<file path="src/rtl/kvaz_wrpost.sv">
// kvaz_wrpost: write-posting FIFO and SDRAM request sequencer for the ramdisk path.
// Vector writes are queued and drained on free bus slots; Vector reads take priority
// and return one byte. Optional build macro KVAZ_WRPOST_FWD_EN enables read-after-write
// forwarding from the FIFO; without it a pending read waits for the FIFO to drain.
//
// Handshake: sdram_read/sdram_write are single-cycle requests with no ready; the access
// completes on the falling edge of sdram_busy, or after 4 idle cycles if busy never rises.
module kvaz_wrpost #(
  parameter int          DEPTH     = 4,
  parameter logic [21:0] BASE_WORD = 22'h005000
) (
  input  logic        clk,
  input  logic        reset_n,
  input  logic        vu_write,
  input  logic        vu_read,
  input  logic [17:0] vu_adrs,
  input  logic [7:0]  vu_data,
  input  logic        access_slot,
  input  logic        sdram_busy,
  input  logic [15:0] sdram_dq,
  output logic [21:0] sdram_addr,
  output logic [15:0] sdram_data,
  output logic        sdram_read,
  output logic        sdram_write,
  output logic        sdram_lb,
  output logic        sdram_ub,
  output logic [7:0]  q,
  output logic        q_valid,
  output logic        overflow,
  output logic        pending,
  output logic [2:0]  state_dbg
);

  localparam int PW = (DEPTH > 1) ? $clog2(DEPTH) : 1;
  localparam int CW = PW + 1;

  typedef enum logic [2:0] {
    IDLE    = 3'd0,
    RD_REQ  = 3'd1,
    RD_WAIT = 3'd2,
    WR_REQ  = 3'd3,
    WR_WAIT = 3'd4
  } state_t;

  // FIFO storage: entry = {adrs, data}
  logic [25:0]   mem_q [DEPTH];
  logic [PW-1:0] wr_ptr_q, rd_ptr_q;
  logic [CW-1:0] count_q;
  logic          overflow_q;

  // FSM and registered outputs
  state_t        state_q;
  logic          rd_pend_q;
  logic [17:0]   rd_adrs_q;
  logic [21:0]   addr_q;
  logic [15:0]   data_q;
  logic          rd_req_q, wr_req_q, lb_q, ub_q;
  logic [7:0]    q_q;
  logic          q_valid_q;
  logic          seen_busy_q;
  logic [1:0]    tmo_q;

  logic          fifo_empty, fifo_full, push, pop, wait_done, rd_go, wr_go;
  logic [25:0]   head;
  logic          fwd_hit;
  logic [7:0]    fwd_data;

  assign fifo_empty = (count_q == '0);
  assign fifo_full  = (count_q == CW'(DEPTH));
  assign head       = mem_q[rd_ptr_q];

  // Access ends on busy falling edge, or after the busy-rise timeout expires
  assign wait_done = !sdram_busy && (seen_busy_q || (tmo_q == 2'd3));
  assign pop       = (state_q == WR_WAIT) && wait_done;
  assign push      = vu_write && (!fifo_full || pop);

`ifdef KVAZ_WRPOST_FWD_EN
  // Search oldest to youngest so the youngest matching entry wins
  always_comb begin
    fwd_hit  = 1'b0;
    fwd_data = '0;
    for (int i = 0; i < DEPTH; i++) begin
      if (CW'(i) < count_q && mem_q[rd_ptr_q + PW'(i)][25:8] == vu_adrs) begin
        fwd_hit  = 1'b1;
        fwd_data = mem_q[rd_ptr_q + PW'(i)][7:0];
      end
    end
  end
  assign rd_go = rd_pend_q && !sdram_busy;
  assign wr_go = !rd_go && !fifo_empty && access_slot && !sdram_busy;
`else
  assign fwd_hit  = 1'b0;
  assign fwd_data = '0;
  // A pending read lets the FIFO drain without bus slots, then goes out
  assign rd_go = rd_pend_q && fifo_empty && !sdram_busy;
  assign wr_go = !fifo_empty && (access_slot || rd_pend_q) && !sdram_busy;
`endif

  // FIFO data array, written on accepted pushes
  always_ff @(posedge clk) begin
    if (push) mem_q[wr_ptr_q] <= {vu_adrs, vu_data};
  end

  // FIFO pointers, occupancy and sticky overflow
  always_ff @(posedge clk or negedge reset_n) begin
    if (!reset_n) begin
      wr_ptr_q   <= '0;
      rd_ptr_q   <= '0;
      count_q    <= '0;
      overflow_q <= 1'b0;
    end else begin
      if (push) wr_ptr_q <= wr_ptr_q + PW'(1);
      if (pop)  rd_ptr_q <= rd_ptr_q + PW'(1);
      if (push && !pop)      count_q <= count_q + CW'(1);
      else if (pop && !push) count_q <= count_q - CW'(1);
      if (vu_write && !push) overflow_q <= 1'b1;
    end
  end

  // Request sequencer with registered SDRAM outputs, read latch and read-data capture
  always_ff @(posedge clk or negedge reset_n) begin
    if (!reset_n) begin
      state_q     <= IDLE;
      rd_pend_q   <= 1'b0;
      rd_adrs_q   <= '0;
      addr_q      <= '0;
      data_q      <= '0;
      rd_req_q    <= 1'b0;
      wr_req_q    <= 1'b0;
      lb_q        <= 1'b0;
      ub_q        <= 1'b0;
      q_q         <= '0;
      q_valid_q   <= 1'b0;
      seen_busy_q <= 1'b0;
      tmo_q       <= '0;
    end else begin
      rd_req_q  <= 1'b0;
      wr_req_q  <= 1'b0;
      q_valid_q <= 1'b0;
      unique case (state_q)
        IDLE: begin
          seen_busy_q <= 1'b0;
          tmo_q       <= '0;
          if (rd_go) begin
            state_q  <= RD_REQ;
            rd_req_q <= 1'b1;
            addr_q   <= BASE_WORD + {5'b0, rd_adrs_q[17:1]};
            data_q   <= '0;
            lb_q     <= ~rd_adrs_q[0];
            ub_q     <= rd_adrs_q[0];
          end else if (wr_go) begin
            state_q  <= WR_REQ;
            wr_req_q <= 1'b1;
            addr_q   <= BASE_WORD + {5'b0, head[25:9]};
            data_q   <= {head[7:0], head[7:0]};
            lb_q     <= ~head[8];
            ub_q     <= head[8];
          end
        end
        RD_REQ: state_q <= RD_WAIT;
        WR_REQ: state_q <= WR_WAIT;
        RD_WAIT, WR_WAIT: begin
          if (sdram_busy) seen_busy_q <= 1'b1;
          else if (!seen_busy_q && tmo_q != 2'd3) tmo_q <= tmo_q + 2'd1;
          if (wait_done) begin
            state_q <= IDLE;
            if (state_q == RD_WAIT) begin
              q_q       <= ub_q ? sdram_dq[15:8] : sdram_dq[7:0];
              q_valid_q <= 1'b1;
              rd_pend_q <= 1'b0;
            end
          end
        end
        default: state_q <= IDLE;
      endcase
      // New reads override completion bookkeeping on the same edge
      if (vu_read) begin
        if (fwd_hit) begin
          q_q       <= fwd_data;
          q_valid_q <= 1'b1;
        end else begin
          rd_pend_q <= 1'b1;
          rd_adrs_q <= vu_adrs;
        end
      end
    end
  end

  assign sdram_addr  = addr_q;
  assign sdram_data  = data_q;
  assign sdram_read  = rd_req_q;
  assign sdram_write = wr_req_q;
  assign sdram_lb    = lb_q;
  assign sdram_ub    = ub_q;
  assign q           = q_q;
  assign q_valid     = q_valid_q;
  assign overflow    = overflow_q;
  assign pending     = !fifo_empty || (state_q != IDLE) || rd_pend_q;
  assign state_dbg   = state_q;

endmodule

</file>
<file path="config.mk">
export PLATFORM = sky130hd
export DESIGN_NAME = kvaz_wrpost
export DESIGN_NICKNAME = d
export VERILOG_FILES = /design/src/rtl/kvaz_wrpost.sv
export SDC_FILE = /design/constraint.sdc
export NUM_CORES = 1
export LEC_CHECK = 0
export BUFFER_PORTS_ARGS = -buffer_cell sky130_fd_sc_hd__buf_2
export CORE_ASPECT_RATIO = 0.5
export CORE_MARGIN = 4
export CORE_UTILIZATION = 52
export CTS_BUF_LIST = sky130_fd_sc_hd__clkbuf_2 sky130_fd_sc_hd__clkbuf_4 sky130_fd_sc_hd__clkbuf_8
export DETAILED_ROUTE_END_ITERATION = 8
export PLACE_DENSITY = 0.73
export SLEW_MARGIN = 20
export SYNTH_ARGS = -nofsm -noshare
export SYNTH_HDL_FRONTEND = slang
export SYNTH_SLANG_ARGS = --single-unit
</file>
<file path="constraint.sdc">
create_clock -name clk -period 7.35 [get_ports clk]
set_clock_uncertainty 0.15 [all_clocks]
set_input_delay 2.205 -clock clk [delete_from_list [all_inputs] [get_ports clk]]
set_output_delay 2.205 -clock clk [all_outputs]
set_load 0.1 [all_outputs]
</file>
==> results.md, run 1 <==
- The number of I/O port buffers is 99.
- The number of standard cells after synthesis is 419.
- For this design, the sink count on the clock tree is 176.
- Clock-pin slew was measured on the worst setup and hold paths at 90 ps.
- OpenSTA, run right after detailed placement, puts the worst setup slack at 2770 ps.
- Counting the fill cells in the layout gives 958.
- Dividing the final minimum period by the clock period gives 61.1%.
- The critical path required time is 4990 ps.
- The detail route stage leaves a number of antenna-violating nets equal to 0.
- The headroom to the max-slew limit is 34.4%.
- The multi-input logic area is 1910 sq um.
- Counting along the longest clock path gives a buffer depth of 2.
- During synthesis, Yosys emitted a total of 0 warnings.
- The number of H-tree levels is 4.
- The wire length of the first global-routing pass is 21200 um.
- Cells with a size suffix above 1 make up 36.7% of the layout.
- Detailed placement finished with a half-perimeter wire length of 8370 um.
- In this run the horizontal extent of the chip is 173 um.
- After routing the design area is 8000 sq um.
- The register bit total from synthesis is 176.
- After routing, the total negative slack on setup checks comes to 0 ps.
- The number of buffers inserted by post-CTS setup repair is 0.
- The commonest non-fill, non-tap cell in the layout is sky130_fd_sc_hd__edfxtp_1.
- The average routed wire per standard cell is 18.3 um.
- The total global routing overflow is 0.
- The number of diodes is 0.
- Setup violations remaining at the end of the flow were counted as 0.
- The initial core utilization is 54.4%.
- The per-cell via count in the routed design is 5.41.
- The number of max-slew violations in the final report was 0.
- Summing every instance area after synthesis gives 7070 sq um.
- The kind of start point of the critical path is a register.
- The clock reaches the later pin of the worst-skew pair after 450 ps.
- Compared with the post-synthesis result, the final layout area differs by 13.1%.
- By area the synthesized netlist is led by sky130_fd_sc_hd__edfxtp_1 44%, sky130_fd_sc_hd__dfrtp_1 25%, sky130_fd_sc_hd__mux4_2 8.3%, sky130_fd_sc_hd__mux2_2 3.3%, sky130_fd_sc_hd__mux2i_1 3.0%.
- The slew at the pin with the worst max-slew slack is 984 ps.
- The final hold violation count was 0.
- For this run, the post-layout net count is 572.
- At the end of routability-driven placement, the weighted congestion stood at 0.729.
- TritonCTS built the clock tree.
- Clock tree synthesis inserted a total of 17 buffers.
- Entering global routing, the biggest net connects 73 pins.
- The overall die area is 15600 sq um.
- Max-cap violations in this run came to 0.
- The critical path in this run is classified as register to output pin.
- The data arrival at the endpoint of the critical path is 2130 ps.
- The die is 90.4 um tall.
- The critical path capture point type is an output pin.
- The via count of the first global-routing pass is 3999.
- The first routing iteration left 224 violations.
- The number of antenna violations at the first check in global routing was 0.
- Pin placement for this block handled 104 I/O pins.
- The clock tree root driver cell is sky130_fd_sc_hd__clkbuf_8.
- The worst min-delay path category is register to register.
- Summing all placed instances gives a cell area of 7630 sq um.
- The residual DRC count is 0.
- Of the post-synthesis cell area, the dominant cell type holds 44.2%.
- Before antenna repair, the detailed router went through 4 iterations.
- Counting I/O delays and the setup requirement, the final critical path takes 4490 ps.
- Along the worst path, the maximum fanout reaches 7.
- In the final layout, flip-flops and latches occupy 4930 sq um.
- Across all setup checks in the final design, the least slack found is 2860 ps.
- In this run the core area contains 29 standard-cell rows.
- The synthesized netlist contains 47 unique library cells.
- Summing over every cut layer, the via total after detailed routing is 3781.
- After clock tree synthesis, the flow added hold-fix buffers numbering 0.
- Setup repair after global routing left no endpoint under its margin.
- The biggest area contributor in the post-synthesis netlist is sky130_fd_sc_hd__edfxtp_1.
- The core region is 13000 sq um.
- The flow ran to the end, and the final reports show no timing, DRC or antenna violations.
- The highest attainable clock frequency is 223 MHz.
- The synthesized area per cell is 16.9 sq um.
- The total detailed-routing wirelength is 12800 um.
- The global-route usage over all layers is 17.4%.
- The number of gates resized after CTS is 0.
- The library cells used most frequently in the layout, excluding fill and tap cells, are 104 x sky130_fd_sc_hd__edfxtp_1, 98 x sky130_fd_sc_hd__buf_2, 71 x sky130_fd_sc_hd__dfrtp_1, 33 x sky130_fd_sc_hd__nand2_1, 26 x sky130_fd_sc_hd__mux4_2.
- For this run, the register share of the synthesized area comes to 69.7%.
## worst paths after layout
path / from / endpoint / slack, ps / cells past startpoint
worst max-delay path: state_dbg[1]$_DFFE_PN0P_ / pending / 2860 / 3
worst min-delay path: overflow$_DFFE_PN0P_ / overflow$_DFFE_PN0P_ / 330 / 1
worst max register to register: rd_ptr_q[0]$_DFFE_PN0P_ / sdram_addr[16]$_DFFE_PN0P_ / 4460 / 7
worst min register to register: overflow$_DFFE_PN0P_ / overflow$_DFFE_PN0P_ / 330 / 1
max in group asynchronous: reset_n / rd_ptr_q[0]$_DFFE_PN0P_ / 4640 / 1
min in group asynchronous: reset_n / sdram_data[10]$_DFFE_PN0P_ / 1740 / 1
## area by class of cell
| cell class | count | area share (%) |
|---|---|---|
| clock buffer | 18 | 3.02 |
| clock inverter | 14 | 1.55 |
| inverter | 10 | 0.469 |
| multi-input combinational | 206 | 23.9 |
| sequential | 176 | 61.6 |
| tap | 170 | 2.66 |
| timing repair buffer | 105 | 6.79 |
## kinds of logic (layout without fill, tap and decap cells)
group,count (synthesis),in the layout,share of synthesized area (%)
compound gates,54,54,5.15
buf+inv,40,147,3.45
fa+ha+maj,8,8,1.52
mux,69,69,14.8
other cells,1,4,0.0530
simple gates,62,62,4.23
xor+xnor,9,9,1.11
flops,176,176,69.7
## flip-flops by register name, summed over array words and instances (netlist names)
register     count
rd_adrs_q       18
mem_q          104
state_dbg        3
wr_ptr_q         2
q                8
q_valid          1
sdram_read       1
count_q          3
sdram_lb         1
rd_pend_q        1
tmo_q            2
sdram_write      1
rd_ptr_q         2
overflow         1
sdram_addr      18
sdram_ub         1
sdram_data       8
seen_busy_q      1
## through the flow
step                utilization, %  hold WS, ps  std cells
finish                        61.6          325        699
floorplan                        -          317        422
global placement              58.7          309        667
CTS                           61.6          333        699
global route                  61.6          355        699
detailed placement            58.7          312        667
## synthesized netlist by cell type, drive strengths merged
library cell and number:
edfxtp 104, a21oi 2, a22o 8, o21a 2
o211ai 1, or3b 1, a41o 1, dfrtp 72
nor2 6, or3 3, a21o 2, nor4 1
mux4 26, buf 27, and2b 1, xnor2 5
inv 10, mux2 22, nand2b 2, nor3 1
a211oi 1, fa 1, xor2 4, nor2b 2
mux2i 21, nand2 34, o41ai 1, a31oi 1
and2 5, o2111ai 1, ha 7, conb 1
nand3 6, a32oi 1, clkbuf 3, a221oi 1
o21ai 31, a32o 1
## worst max-delay path, stage by stage (launching register included)
cell and delay, ps:
sky130_fd_sc_hd__dfrtp_1 450, sky130_fd_sc_hd__or3_1 550, sky130_fd_sc_hd__or3_1 380, sky130_fd_sc_hd__buf_2 310
## routing by layer
| metal | vias to the layer above | global-route usage, % | share of wire (%) |
|---|---|---|---|
| li1 | 1759 | - | - |
| met1 | 1922 | 24.0 | 47 |
| met2 | 88 | 27.7 | 48 |
| met3 | 12 | 4.10 | 4.1 |
| met4 | 0 | 5.37 | 1.0 |
| met5 | - | 0 | 0 |
Power of run 1 is not shown: default switching activity piles up to over one toggle a cycle in this logic, so the estimate is an artifact.
==> inputs of run 2 (changes only) <==
--- a/config.mk
+++ b/config.mk
@@ -11,7 +11,7 @@
 export CORE_UTILIZATION = 52
 export CTS_BUF_LIST = sky130_fd_sc_hd__clkbuf_2 sky130_fd_sc_hd__clkbuf_4 sky130_fd_sc_hd__clkbuf_8
 export DETAILED_ROUTE_END_ITERATION = 8
-export PLACE_DENSITY = 0.73
+export PLACE_DENSITY = 0.76
 export SLEW_MARGIN = 20
 export SYNTH_ARGS = -nofsm -noshare
 export SYNTH_HDL_FRONTEND = slang
==> constraint.sdc (replaced) <==
create_clock -name clk -period 4 [get_ports clk]
set_clock_uncertainty 0.15 [all_clocks]
set_input_delay 1.2 -clock clk [delete_from_list [all_inputs] [get_ports clk]]
set_output_delay 1.2 -clock clk [all_outputs]
set_load 0.1 [all_outputs]
==> run 2 against run 1 <==
Against the previous run:
- sequential share of layout area decreased by 0.86 points
- flip-flop and latch count unchanged
- first-iteration DRC count increased by 48%
- die area unchanged
- clock-buffer cell count decreased by 1
- routed wire length decreased by 2.2%
- register-to-register slack got worse by 3300 ps
- via count decreased by 1.8%
- cell count increased by 0.57%
- utilization increased by 0.87 points
- global-route usage decreased by 0.45 points
- critical path type unchanged
- critical endpoint unchanged
- largest cell class unchanged
==> results.md, run 2 (synthesis results as in run 1) <==
- The run finished with clean final reports.
- The total global routing overflow came to 0 (unchanged).
- The per-cell via count in the routed design is 5.28 (-2.3%).
- Static timing analysis puts the maximum clock frequency at 294 MHz.
- The boundary pin count is 104 (unchanged).
- The cell row count was 29 (unchanged).
- The final hold violation count is 0 (unchanged).
- The commonest non-fill, non-tap cell in the layout is sky130_fd_sc_hd__edfxtp_1.
- The number of max-slew violations in the final report is 0 (unchanged).
- Clock tree synthesis selected as its root buffer the cell sky130_fd_sc_hd__clkbuf_8.
- The residual DRC count is 0 (unchanged).
- The number of diodes came to 0 (unchanged).
- The minimum period implied by the final worst setup slack is 3410 ps.
- The fraction of final layout cells sized beyond drive strength 1 is 37.1% (+0.48 points).
- The clock latency of the later-clocked register in the worst-skew pair is 440 ps (about the same).
- The estimated wirelength of the detail-placed design came to 8490 um (+1.5%).
- The overall die area came to 15600 sq um (unchanged).
- The average routed wire per standard cell is 17.8 um (-2.8%).
- The critical path capture point type is an output pin.
- The final-layout setup total negative slack is 0 ps (unchanged).
- The count of hold-fix buffers inserted at cts is 0 (unchanged).
- Setup repair after global routing left no endpoint under its margin.
- In the layout the commonest cells are 104 x sky130_fd_sc_hd__edfxtp_1, 98 x sky130_fd_sc_hd__buf_2, 71 x sky130_fd_sc_hd__dfrtp_1, 33 x sky130_fd_sc_hd__nand2_1, 26 x sky130_fd_sc_hd__mux4_2.
- The headroom to the max-slew limit is 38.1% (+3.6 points).
- The largest fanout of any net on the critical path is 5 (-2).
- The number of H-tree levels came to 4 (unchanged).
- The number of antenna violations at the first check in global routing came to 0 (unchanged).
- The clock-pin slew on the worst setup and hold paths was 100 ps (about the same).
- The deepest clock path buffer count is 2 (unchanged).
- The final instance count without filler cells came to 703 (+0.57%).
- The worst hold path belongs to the class register to register.
- The number of iterations in the first detailed-routing pass came to 4 (unchanged).
- The kind of start point of the critical path is a register.
- The slew at the pin with the worst max-slew slack is 929 ps (-54.4 ps).
- The critical path in this run is classified as register to output pin.
- The final design instance area without fill is 8110 sq um (+1.4%).
- The number of maximum-capacitance violations is 0 (unchanged).
- The pin count of the biggest net entering global routing is 73 (unchanged).
- The core occupancy in the finished layout is 62.4% (+0.87 points).
- The wire length of the first global-routing pass is 20500 um (-3.4%).
- The number of I/O port buffers is 99 (unchanged).
- The global-route usage over all layers is 16.9% (-0.45 points).
- The placeable core area was 13000 sq um (unchanged).
- The remaining antenna violation count is 0 (unchanged).
- The area growth from synthesis to layout is 14.7%.
- More flip-flops sit in one register than any other, and that register is mem_q.
- The count of nets after finishing came to 576 (+0.70%).
- The setup-violating endpoint count in the final report is 0 (unchanged).
- The overall via count from detail_route is 3714 (-1.8%).
- The number of clock sinks came to 176 (unchanged).
- The die width came to 173 um (unchanged).
- The TritonCTS clock tree is yes.
- The number of filler cells placed in the layout is 936 (-2.3%).
- The data arrival at the endpoint of the critical path is 2060 ps (-70 ps).
- The area of placed instances was 7700 sq um (+0.89%).
- The via count of the first global-routing pass is 3733 (-6.7%).
- The worst path uses 85.1% of the clock period.
- The number of gates resized after CTS came to 0 (unchanged).
- The number of buffers inserted by post-CTS setup repair is 0 (unchanged).
- The violation count after the first detailed-route iteration came to 332 (+48%).
- The total detailed-routing wirelength was 12500 um (-2.2%).
- The routability congestion estimate from global placement came to 0.766 (+5.1%).
- The critical path required time is 2650 ps (-2340 ps).
- The total instance count after detailed placement is 671 (+0.60%).
- The initial core utilization is 54.4% (unchanged).
- The number of flip-flops in the largest register is 104 (unchanged).
- The overall die height is 90.4 um (unchanged).
- The total CTS buffers is 17 (unchanged).
[run 2: changes by cell type in the layout (fill, tap and decap cells not counted)]
cell	delta
sky130_fd_sc_hd__clkinvlp_4	-3
sky130_fd_sc_hd__clkinv_2	+2
sky130_fd_sc_hd__clkinv_8	+1
sky130_fd_sc_hd__buf_4	+1
sky130_fd_sc_hd__bufinv_16	+2
sky130_fd_sc_hd__clkbuf_4	-1
sky130_fd_sc_hd__buf_12	+3
sky130_fd_sc_hd__inv_8	-1
[run 2: final cells by class]
type                       count  area (sq um)  share of cell area [%]
sequential                   176          4930                    60.7
clock buffer                  17           234                    2.89
multi-input combinational    206          1910                    23.6
tap                          170           213                    2.62
inverter                      10          37.5                   0.463
clock inverter                15           176                    2.18
timing repair buffer         109           611                    7.53
[run 2: through the flow]
stage	setup WS, ps	hold slack (ps)
global placement	508	306
detailed placement	447	303
floorplan	542	317
CTS	561	326
finish	594	326
global route	479	335
[run 2: final timing paths]
check / depth (start not counted) / slack [ps] / start / end
setup / recovery: 3 / 590 / count_q[0]$_DFFE_PN0P_ / pending
hold / removal: 1 / 330 / overflow$_DFFE_PN0P_ / overflow$_DFFE_PN0P_
setup reg to reg: 9 / 1200 / state_dbg[1]$_DFFE_PN0P_ / count_q[2]$_DFFE_PN0P_
hold reg to reg: 1 / 330 / overflow$_DFFE_PN0P_ / overflow$_DFFE_PN0P_
max in group asynchronous: 1 / 2310 / reset_n / rd_ptr_q[0]$_DFFE_PN0P_
min in group asynchronous: 1 / 750 / reset_n / sdram_data[14]$_DFFE_PN0P_
[run 2: per-layer routing]
layer	GRT usage (%)	wire [um]	vias up
li1	-	-	1766
met1	24.2	6000	1841
met2	26.1	5860	96
met3	4.10	521	11
met4	4.98	111	0
met5	0	0	-
[run 2: worst max-delay path, cell delays in order, from the launching register on]
cell and delay [ps]:
sky130_fd_sc_hd__dfrtp_1 480, sky130_fd_sc_hd__or3_1 470, sky130_fd_sc_hd__or3_1 360, sky130_fd_sc_hd__buf_2 300
Power of run 2 is left out for the same reason.
